==> config.mk <==
export PLATFORM = sky130hd
export DESIGN_NAME = wb_port_arbiter_flat
export DESIGN_NICKNAME = d
export VERILOG_FILES = /design/src/rtl/wb_port_arbiter_if.sv /design/src/rtl/wb_port_arbiter.sv /design/src/flat_wrapper.sv
export SDC_FILE = /design/constraint.sdc
export NUM_CORES = 1
export LEC_CHECK = 0
export BUFFER_PORTS_ARGS = -buffer_cell sky130_fd_sc_hd__buf_2
export CAP_MARGIN = 20
export CORE_ASPECT_RATIO = 1.5
export CORE_UTILIZATION = 40
export CTS_CLUSTER_SIZE = 14
export DETAILED_ROUTE_END_ITERATION = 12
export PLACE_DENSITY = 0.75
export SKIP_LAST_GASP = 1
export SYNTH_ARGS = -nofsm -noshare
export SYNTH_HDL_FRONTEND = slang
export SYNTH_SLANG_ARGS = --single-unit
==> constraint.sdc <==
create_clock -name clk -period 1.8 [get_ports clk]
set_clock_uncertainty 0.05 [all_clocks]
set_input_delay 0.09 -clock clk [delete_from_list [all_inputs] [get_ports clk]]
set_output_delay 0.09 -clock clk [all_outputs]
set_load 0.1 [all_outputs]
==> src/rtl/wb_port_arbiter_if.sv <==
// Bundle of the two requester ports, the write-back output port and the
// conflict counter for wb_port_arbiter.
interface wb_port_arbiter_if #(
  parameter int DATA_W = 32,
  parameter int ADDR_W = 5
);
  logic              req0_valid;
  logic [DATA_W-1:0] req0_data;
  logic [ADDR_W-1:0] req0_addr;
  logic              req0_ready;
  logic              req1_valid;
  logic [DATA_W-1:0] req1_data;
  logic [ADDR_W-1:0] req1_addr;
  logic              req1_ready;
  logic              wb_valid;
  logic [DATA_W-1:0] wb_data;
  logic [ADDR_W-1:0] wb_addr;
  logic              wb_src;
  logic              wb_ready;
  logic [15:0]       conflict_cnt;

  modport slave (
    input  req0_valid, req0_data, req0_addr,
    input  req1_valid, req1_data, req1_addr,
    input  wb_ready,
    output req0_ready, req1_ready,
    output wb_valid, wb_data, wb_addr, wb_src,
    output conflict_cnt
  );

  modport master (
    output req0_valid, req0_data, req0_addr,
    output req1_valid, req1_data, req1_addr,
    output wb_ready,
    input  req0_ready, req1_ready,
    input  wb_valid, wb_data, wb_addr, wb_src,
    input  conflict_cnt
  );
endinterface

==> src/rtl/wb_port_arbiter.sv <==
// Two-requester round-robin arbiter feeding a single registered write-back
// slot; the slot can be refilled in the same cycle it is drained.
module wb_port_arbiter #(
  parameter int DATA_W = 32,
  parameter int ADDR_W = 5
) (
  input  logic                clk,
  input  logic                reset,
  wb_port_arbiter_if.slave    bus
);

  localparam logic [0:0] ST_EMPTY = 1'b0;
  localparam logic [0:0] ST_FULL  = 1'b1;

  logic [0:0]        state_q, state_d;
  logic [DATA_W-1:0] wb_data_q, wb_data_d;
  logic [ADDR_W-1:0] wb_addr_q, wb_addr_d;
  logic              wb_src_q, wb_src_d;
  logic              last_grant_q, last_grant_d;
  logic [15:0]       conflict_cnt_q, conflict_cnt_d;

  logic can_accept;
  logic gnt_any;
  logic gnt_idx;
  logic both_valid;

  // Grant selection; a tie goes to the requester that did not win last.
  always_comb begin
    both_valid = bus.req0_valid & bus.req1_valid;
    can_accept = (state_q == ST_EMPTY) | bus.wb_ready;
    gnt_any    = 1'b0;
    gnt_idx    = 1'b0;
    if (reset || !can_accept) begin
      gnt_any = 1'b0;
      gnt_idx = 1'b0;
    end else if (both_valid) begin
      gnt_any = 1'b1;
      gnt_idx = ~last_grant_q;
    end else if (bus.req0_valid) begin
      gnt_any = 1'b1;
      gnt_idx = 1'b0;
    end else if (bus.req1_valid) begin
      gnt_any = 1'b1;
      gnt_idx = 1'b1;
    end else begin
      gnt_any = 1'b0;
      gnt_idx = 1'b0;
    end
  end

  assign bus.req0_ready = gnt_any & ~gnt_idx;
  assign bus.req1_ready = gnt_any &  gnt_idx;

  // Next-state for the output slot, round-robin pointer and conflict counter.
  always_comb begin
    state_d        = state_q;
    wb_data_d      = wb_data_q;
    wb_addr_d      = wb_addr_q;
    wb_src_d       = wb_src_q;
    last_grant_d   = last_grant_q;
    conflict_cnt_d = conflict_cnt_q;

    case (state_q)
      ST_EMPTY: begin
        if (gnt_any) begin
          state_d = ST_FULL;
        end else begin
          state_d = ST_EMPTY;
        end
      end
      ST_FULL: begin
        if (gnt_any) begin
          state_d = ST_FULL;
        end else if (bus.wb_ready) begin
          state_d = ST_EMPTY;
        end else begin
          state_d = ST_FULL;
        end
      end
      default: begin
        state_d = ST_EMPTY;
      end
    endcase

    if (gnt_any) begin
      wb_data_d    = gnt_idx ? bus.req1_data : bus.req0_data;
      wb_addr_d    = gnt_idx ? bus.req1_addr : bus.req0_addr;
      wb_src_d     = gnt_idx;
      last_grant_d = gnt_idx;
    end else begin
      wb_data_d    = wb_data_q;
      wb_addr_d    = wb_addr_q;
      wb_src_d     = wb_src_q;
      last_grant_d = last_grant_q;
    end

    // Saturates rather than wraps so a long-running count stays meaningful.
    if (both_valid && (conflict_cnt_q != 16'hFFFF)) begin
      conflict_cnt_d = conflict_cnt_q + 16'd1;
    end else begin
      conflict_cnt_d = conflict_cnt_q;
    end
  end

  // State registers; reset drops any held write regardless of wb_ready.
  always_ff @(posedge clk) begin
    if (reset) begin
      state_q        <= ST_EMPTY;
      wb_data_q      <= {DATA_W{1'b0}};
      wb_addr_q      <= {ADDR_W{1'b0}};
      wb_src_q       <= 1'b0;
      last_grant_q   <= 1'b1;
      conflict_cnt_q <= 16'd0;
    end else begin
      state_q        <= state_d;
      wb_data_q      <= wb_data_d;
      wb_addr_q      <= wb_addr_d;
      wb_src_q       <= wb_src_d;
      last_grant_q   <= last_grant_d;
      conflict_cnt_q <= conflict_cnt_d;
    end
  end

  assign bus.wb_valid     = (state_q == ST_FULL);
  assign bus.wb_data      = wb_data_q;
  assign bus.wb_addr      = wb_addr_q;
  assign bus.wb_src       = wb_src_q;
  assign bus.conflict_cnt = conflict_cnt_q;

endmodule

==> src/flat_wrapper.sv <==
// flat-port wrapper written by rule: the top's interface ports become plain ports
module wb_port_arbiter_flat 
#(
  parameter int DATA_W = 32,
  parameter int ADDR_W = 5
)
  (clk, reset, bus_req0_valid, bus_req0_data, bus_req0_addr, bus_req1_valid, bus_req1_data, bus_req1_addr, bus_wb_ready, bus_req0_ready, bus_req1_ready, bus_wb_valid, bus_wb_data, bus_wb_addr, bus_wb_src, bus_conflict_cnt);
  wb_port_arbiter_if #(.DATA_W(DATA_W), .ADDR_W(ADDR_W)) bus_i ();
  input  logic clk;
  input  logic reset;
  input wire logic [$bits(bus_i.req0_valid)-1:0] bus_req0_valid;
  input wire logic [$bits(bus_i.req0_data)-1:0] bus_req0_data;
  input wire logic [$bits(bus_i.req0_addr)-1:0] bus_req0_addr;
  input wire logic [$bits(bus_i.req1_valid)-1:0] bus_req1_valid;
  input wire logic [$bits(bus_i.req1_data)-1:0] bus_req1_data;
  input wire logic [$bits(bus_i.req1_addr)-1:0] bus_req1_addr;
  input wire logic [$bits(bus_i.wb_ready)-1:0] bus_wb_ready;
  output wire logic [$bits(bus_i.req0_ready)-1:0] bus_req0_ready;
  output wire logic [$bits(bus_i.req1_ready)-1:0] bus_req1_ready;
  output wire logic [$bits(bus_i.wb_valid)-1:0] bus_wb_valid;
  output wire logic [$bits(bus_i.wb_data)-1:0] bus_wb_data;
  output wire logic [$bits(bus_i.wb_addr)-1:0] bus_wb_addr;
  output wire logic [$bits(bus_i.wb_src)-1:0] bus_wb_src;
  output wire logic [$bits(bus_i.conflict_cnt)-1:0] bus_conflict_cnt;
  assign bus_i.req0_valid = bus_req0_valid;
  assign bus_i.req0_data = bus_req0_data;
  assign bus_i.req0_addr = bus_req0_addr;
  assign bus_i.req1_valid = bus_req1_valid;
  assign bus_i.req1_data = bus_req1_data;
  assign bus_i.req1_addr = bus_req1_addr;
  assign bus_i.wb_ready = bus_wb_ready;
  assign bus_req0_ready = bus_i.req0_ready;
  assign bus_req1_ready = bus_i.req1_ready;
  assign bus_wb_valid = bus_i.wb_valid;
  assign bus_wb_data = bus_i.wb_data;
  assign bus_wb_addr = bus_i.wb_addr;
  assign bus_wb_src = bus_i.wb_src;
  assign bus_conflict_cnt = bus_i.conflict_cnt;
  wb_port_arbiter #(.DATA_W(DATA_W), .ADDR_W(ADDR_W)) u_core (.clk(clk), .reset(reset), .bus(bus_i));
endmodule
==> impl_metrics.py, run 1 <==
metrics = {
    "sta": {
        "fin_tns_setup_ps": 0,
        "fmax_mhz": 558.1,
        "worstMarginPinSlew_ps": 505.6,
        "rsz0062_at_grt": "true",
        "slew_headroom_pct": 66.53,
        "setup_violations": 0,
        "period_needed_ps": 1792,
        "finalHoldViolCount": 0,
        "maxSlewViolCount": 0,
        "finalCritPeriodShare_pct": 99.55,
    },
    "clocking": {
        "cts_tree": "built",
        "worstSkewPairLatency_ps": 300,
        "cts_buffer_depth": 2,
        "cts_buffers": 5,
        "cts-root-buf": "clkbuf_8",
        "htree_num_levels": 2,
        "clkSinkCount": 56,
        "clkTransAtPathRegs_ps": 100,
    },
    "final_layout": {
        "area_delta_synth_final_pct": 42.72,
        "seq_area_um2": 1182,
        "multiInputGateArea_um2": 1480,
        "final_core_util_pct": 58.78,
        "fillers": 602,
        "final_layout_size_suffix_gt1_share_pct": 46.60,
        "layoutNonFillerInstCount": 503,
        "nets": 506,
        "num_antenna_cells": 0,
        "fin_area_um2": 3812,
    },
    "logic_synthesis": {
        "avgSynthCellArea_um2": 9.473,
        "synth-seq-area-share_pct": 41.97,
        "syn-num-nets": 362,
        "synthDistinctLibCells": 36,
        "syn_inst": 282,
        "synth_top_area_share_pct": 41.97,
        "async_reset_ff_share_pct": 0,
        "synth_edf_count": 0,
        "synth_ff_type": "dfxtp_1",
        "synth_area_um2": 2671,
        "yosysMostFrequentCell": "dfxtp_1",
        "yosys.area.top_type": "dfxtp_1",
        "yosysWarnings": 0,
        "synthTopCellsByCount": "dfxtp_1 (56), nand3b_1 (38), mux2i_1 (37), o21ai_0 (36), a21oi_1 (12)",
        "synth_seq_cells": 56,
        "yosys-top-cells-area": "dfxtp_1 (42%), mux2i_1 (14%), nand3b_1 (11%), o21ai_0 (6.7%), or4_1 (2.5%)",
    },
    "floorplanning": {
        "rows": 36,
        "die_area_um2": 7016,
        "io_pins": 136,
        "core_um2": 6486,
        "initial_core_util_pct": 41.18,
        "die_w_um": 68.73,
        "die_h_um": 102.1,
    },
    "global_routing": {
        "grt.total_usage_pct": 20.82,
        "grt-ovfl-total": 0,
        "grt_first_pass_wirelength_um": 11140,
        "grt_start_max_net_pins": 37,
        "grt_pass1_vias": 2457,
        "antenna_found_initial": 0,
    },
    "critical_path": {
        "crit_path_end_kind": "register",
        "required_ps": 1950,
        "start_kind": "register",
        "path_cells": "nand4_4 > or4_4 > nor4b_2 > mux2_2",
        "slowest_stage": "or4_4",
        "slowest_delay_ps": 500,
        "crit_fanout": 8,
        "worst_ep_arrival_time_ps": 1940,
        "path_class": "reg -> reg",
    },
    "power": {
        "ir_drop_mv": 0.5795,
        "p_leak_uw": 0.001632,
        "powerDensity_nw_per_um2": 837.9,
    },
    "status": {
        "run_status": "finished clean",
    },
    "placed_design": {
        "placed_area_um2": 3561,
        "place.gp.congestion": 0.7958,
        "dp_hpwl_um": 5097,
        "numPortBuffers": 135,
        "dp.cells": 484,
    },
    "hold_path": {
        "hold_class": "in -> reg",
    },
    "drt": {
        "drtPass1Iterations": 4,
        "via_per_inst": 5.282,
        "drc": 0,
        "vias": 2657,
        "first_iter_violations": 93,
        "wl_per_cell_um": 14.52,
        "drt.antenna.violating_nets": 0,
        "routed_wl_um": 7306,
    },
    "flow_run": {
        "cap_viol_max_count": 0,
    },
}
==> flip-flops by register name, indices dropped and copies added, names as in the netlist <==
name	cells
u_core.bus.wb_addr	5
u_core.last_grant_q	1
u_core.bus.wb_src	1
u_core.bus.wb_data	32
u_core.bus.wb_valid	1
u_core.bus.conflict_cnt	16
==> critical path, delay by kind of cell, from the launching register on <==
family           cells  cell delay, ps
AND/OR/NAND/NOR      3             870
flip-flops           1             400
multiplexers         1             360
==> metrics by stage <==
step	total power, uW	hold slack, ps	worst slack [ps]
final	3194	9.027	8.126
after global routing	3329	4.380	-46.80
after CTS	3219	2.544	4.663
after detailed placement	2456	311.6	17.09
after global placement	2444	303.1	53.81
after floorplan	2226	163.3	-149.1
==> placed cells by master, fill, tap and decap left out, drive strengths merged, types with 8 or more instances in the layout <==
cell type / count
o21ai: 41
nand3b: 38
nor2: 10
a21oi: 12
clkbuf: 8
or4: 9
nand2: 8
buf: 155
dfxtp: 56
mux2i: 37
==> kinds of logic (layout without fill, tap and decap cells) <==
family	after synthesis	in the layout	share of synthesized area, %
AO/OA/AOI/OAI	63	63	13.63
AND/OR/NAND/NOR	96	96	23.89
adder cells (fa/ha/maj)	1	1	0.4683
buffers and inverters	25	170	4.496
flip-flops	56	56	41.97
multiplexers	41	41	15.55
==> worst paths after layout <==
path                                   start  slack (ps)  depth (start not counted)                          end
setup / recovery  u_core.bus.conflict_cnt[3]           8                          4  u_core.bus.conflict_cnt[15]
hold / removal              bus_req1_data[9]           9                          3        u_core.bus.wb_data[9]
setup reg to reg  u_core.bus.conflict_cnt[3]           8                          4  u_core.bus.conflict_cnt[15]
hold reg to reg       u_core.bus.wb_data[11]         430                          2       u_core.bus.wb_data[11]
==> power breakdown <==
group	total [uW]	switching [uW]	internal, uW
logic	1110	854	257
registers	1350	44.4	1310
clock network	733	381	352
total	3190	1280	1920
==> timing repair <==
action,4_1_cts,5_1_grt
gates cloned,2,1
endpoints found under the hold margin,2,0
resized for setup,1,8
hold buffers,3,0
setup buffers,0,5
setup endpoints to repair,2,33
pin swaps,1,2
==> metal layers <==
metal  share of wire (%)  global-route usage (%)  vias to the layer above
li1                    -                       -                     1326
met1                  39                   22.96                     1238
met2                  55                   39.22                       85
met3                 4.7                   3.795                        8
met4                 1.3                   5.808                        0
met5                   0                       0                        -
==> layout make-up <==
type	count	share of cell area, %
inverter	4	0.3938
sequential	56	31.01
timing repair buffer	158	24.65
multi-input combinational	201	38.83
tap	76	2.494
clock buffer	8	2.626
No activity file was read; power rests on OpenSTA's default activity.
==> inputs of run 2 (changes only) <==
Settings changed: SETUP_SLACK_MARGIN from default to 0.1.
==> run 2 against run 1 <==
Via count increased by 6.3%; clock-buffer cell count decreased by 1; clock power fell by 8.0%.
==> impl_metrics.py, run 2 (synthesized netlist as in run 1, its figures left out) <==
metrics = {
    "status": {
        "run_status": "finished clean",
    },
    "power": {
        "ir_drop_mv": 0.7640,
        "p_leak_uw": 0.001784,
        "powerDensity_nw_per_um2": 766.6,
    },
    "sta": {
        "rsz0062_at_grt": "true",
        "setup_violations": 0,
        "hold-worst-slack_ps": 0.9764,
        "slew_headroom_pct": 65.60,
        "worstMarginPinSlew_ps": 516.0,
        "fmax_mhz": 561.6,
        "maxSlewViolCount": 0,
        "finalHoldViolCount": 0,
        "period_needed_ps": 1781,
        "finalCritPeriodShare_pct": 98.93,
    },
    "floorplanning": {
        "core_um2": 6486,
        "die_h_um": 102.1,
        "die_area_um2": 7016,
        "die_w_um": 68.73,
        "rows": 36,
        "io_pins": 136,
        "initial_core_util_pct": 41.18,
    },
    "drt": {
        "drt.antenna.violating_nets": 0,
        "vias": 2825,
        "drtPass1Iterations": 5,
        "routed_wl_um": 8017,
        "first_iter_violations": 111,
        "via_per_inst": 5.320,
        "wl_per_cell_um": 15.10,
        "drc": 0,
    },
    "final_layout": {
        "num_antenna_cells": 0,
        "nets": 534,
        "final_common_cell": "buf_2",
        "fin_area_um2": 4160,
        "area_delta_synth_final_pct": 55.74,
        "fillers": 542,
        "seq_area_um2": 1185,
        "final_core_util_pct": 64.14,
        "largest_reg_flops": 32,
        "final_layout_size_suffix_gt1_share_pct": 45.93,
        "final_cell_mix": "buf_2 (133), dfxtp_1 (39), nand3b_1 (38)",
        "multiInputGateArea_um2": 1521,
    },
    "hold_path": {
        "holdPathStages": 3,
        "hold_class": "in -> reg",
        "hold-path-endpoint": "u_core.bus.wb_data[24]",
        "min_from": "bus_req0_data[24]",
    },
    "global_routing": {
        "antenna_found_initial": 0,
        "grt_first_pass_wirelength_um": 12100,
        "grt_start_max_net_pins": 60,
        "grt-ovfl-total": 0,
        "grt.total_usage_pct": 22.95,
        "grt_pass1_vias": 2655,
    },
    "critical_path": {
        "path_cells": "inv_2 > or4_4 > nor4_1 > mux2_2",
        "start_kind": "register",
        "worst_ep_arrival_time_ps": 1950,
        "crit_path_end_kind": "register",
        "crit_buf_inv": 1,
        "slowest_stage": "or4_4",
        "path_class": "reg -> reg",
        "r2r_end": "u_core.bus.conflict_cnt[14]",
        "required_ps": 1970,
        "r2r_start": "u_core.bus.conflict_cnt[9]",
        "slowest_delay_ps": 560,
        "crit_fanout": 6,
        "r2r_slack_ps": 20,
        "reg2reg_depth": 4,
        "crit_start": "u_core.bus.conflict_cnt[9]",
        "cpLargestDelayFamily": "simple AND/OR/NAND/NOR gates",
    },
    "flow_run": {
        "cap_viol_max_count": 0,
    },
    "placed_design": {
        "placed_area_um2": 3563,
        "place.gp.congestion": 0.7860,
        "dp_hpwl_um": 4864,
        "numPortBuffers": 135,
    },
    "clocking": {
        "clkSinkCount": 56,
        "worstSkewPairLatency_ps": 320,
        "htree_num_levels": 2,
        "cts_tree": "built",
        "clkTransAtPathRegs_ps": 100,
        "cts-root-buf": "clkbuf_8",
        "cts_buffer_depth": 2,
        "cts_buffers": 5,
    },
}
## run 2: worst max-delay path by stage
stage | end | slack [ps] | cells after the start
3_3_place_gp | u_core.bus.conflict_cnt[15] | 60 | 4
5_1_grt | u_core.bus.conflict_cnt[15] | -20 | 5
3_5_place_dp | u_core.bus.conflict_cnt[15] | -10 | 4
4_1_cts | u_core.bus.conflict_cnt[14] | 50 | 4
2_1_floorplan | u_core.bus.conflict_cnt[15] | -150 | 4
6_report | u_core.bus.conflict_cnt[14] | 20 | 4
## run 2: worst min-delay path: stages
cell and delay [ps]:
buf_2 80, mux2i_1 60, o21ai_1 110
## run 2: layout make-up
class,count,share of cell area [%]
Clock inverter,1,0.1203
Clock buffer,7,1.835
Sequential cell,56,28.48
Multi-Input combinational cell,201,36.57
Timing Repair Buffer,186,30.35
Tap cell,76,2.286
Inverter,4,0.3609
## run 2: report_power, final
part | switching [uW] | internal (uW) | total, uW
sequential | 47.0 | 1300 | 1350
combinational | 867 | 296 | 1160
clock | 400 | 274 | 674
total | 1310 | 1880 | 3190
## run 2: per-layer routing
metal / up-vias / wire length (um) / GRT usage, %
met4: 0 / 164 / 12.40
li1: 1387 / - / -
met1: 1318 / 2997 / 23.04
met2: 106 / 4433 / 41.48
met5: - / 0 / 0
met3: 14 / 422 / 6.138
## run 2: repair_timing
| item | CTS | global route |
|---|---|---|
| pin swaps | 3 | 7 |
| resized for setup | 3 | 14 |
| setup buffers | 11 | 5 |
| endpoints found under the hold margin | 14 | 0 |
| hold buffers | 23 | 0 |
| gates cloned | 1 | 3 |
| setup endpoints to repair | 12 | 51 |
## run 2: through the flow
step / total power, uW / cells / setup slack [ps] / TNS (ps)
finish: 3189 / 531 / 19.29 / 0
global route: 3307 / 531 / -17.29 / -24.99
CTS: 3192 / 523 / 48.45 / 0
detailed placement: 2459 / 480 / -11.65 / -11.65
global placement: 2445 / 480 / 63.07 / 0
floorplan: 2232 / 282 / -149.1 / -395.4
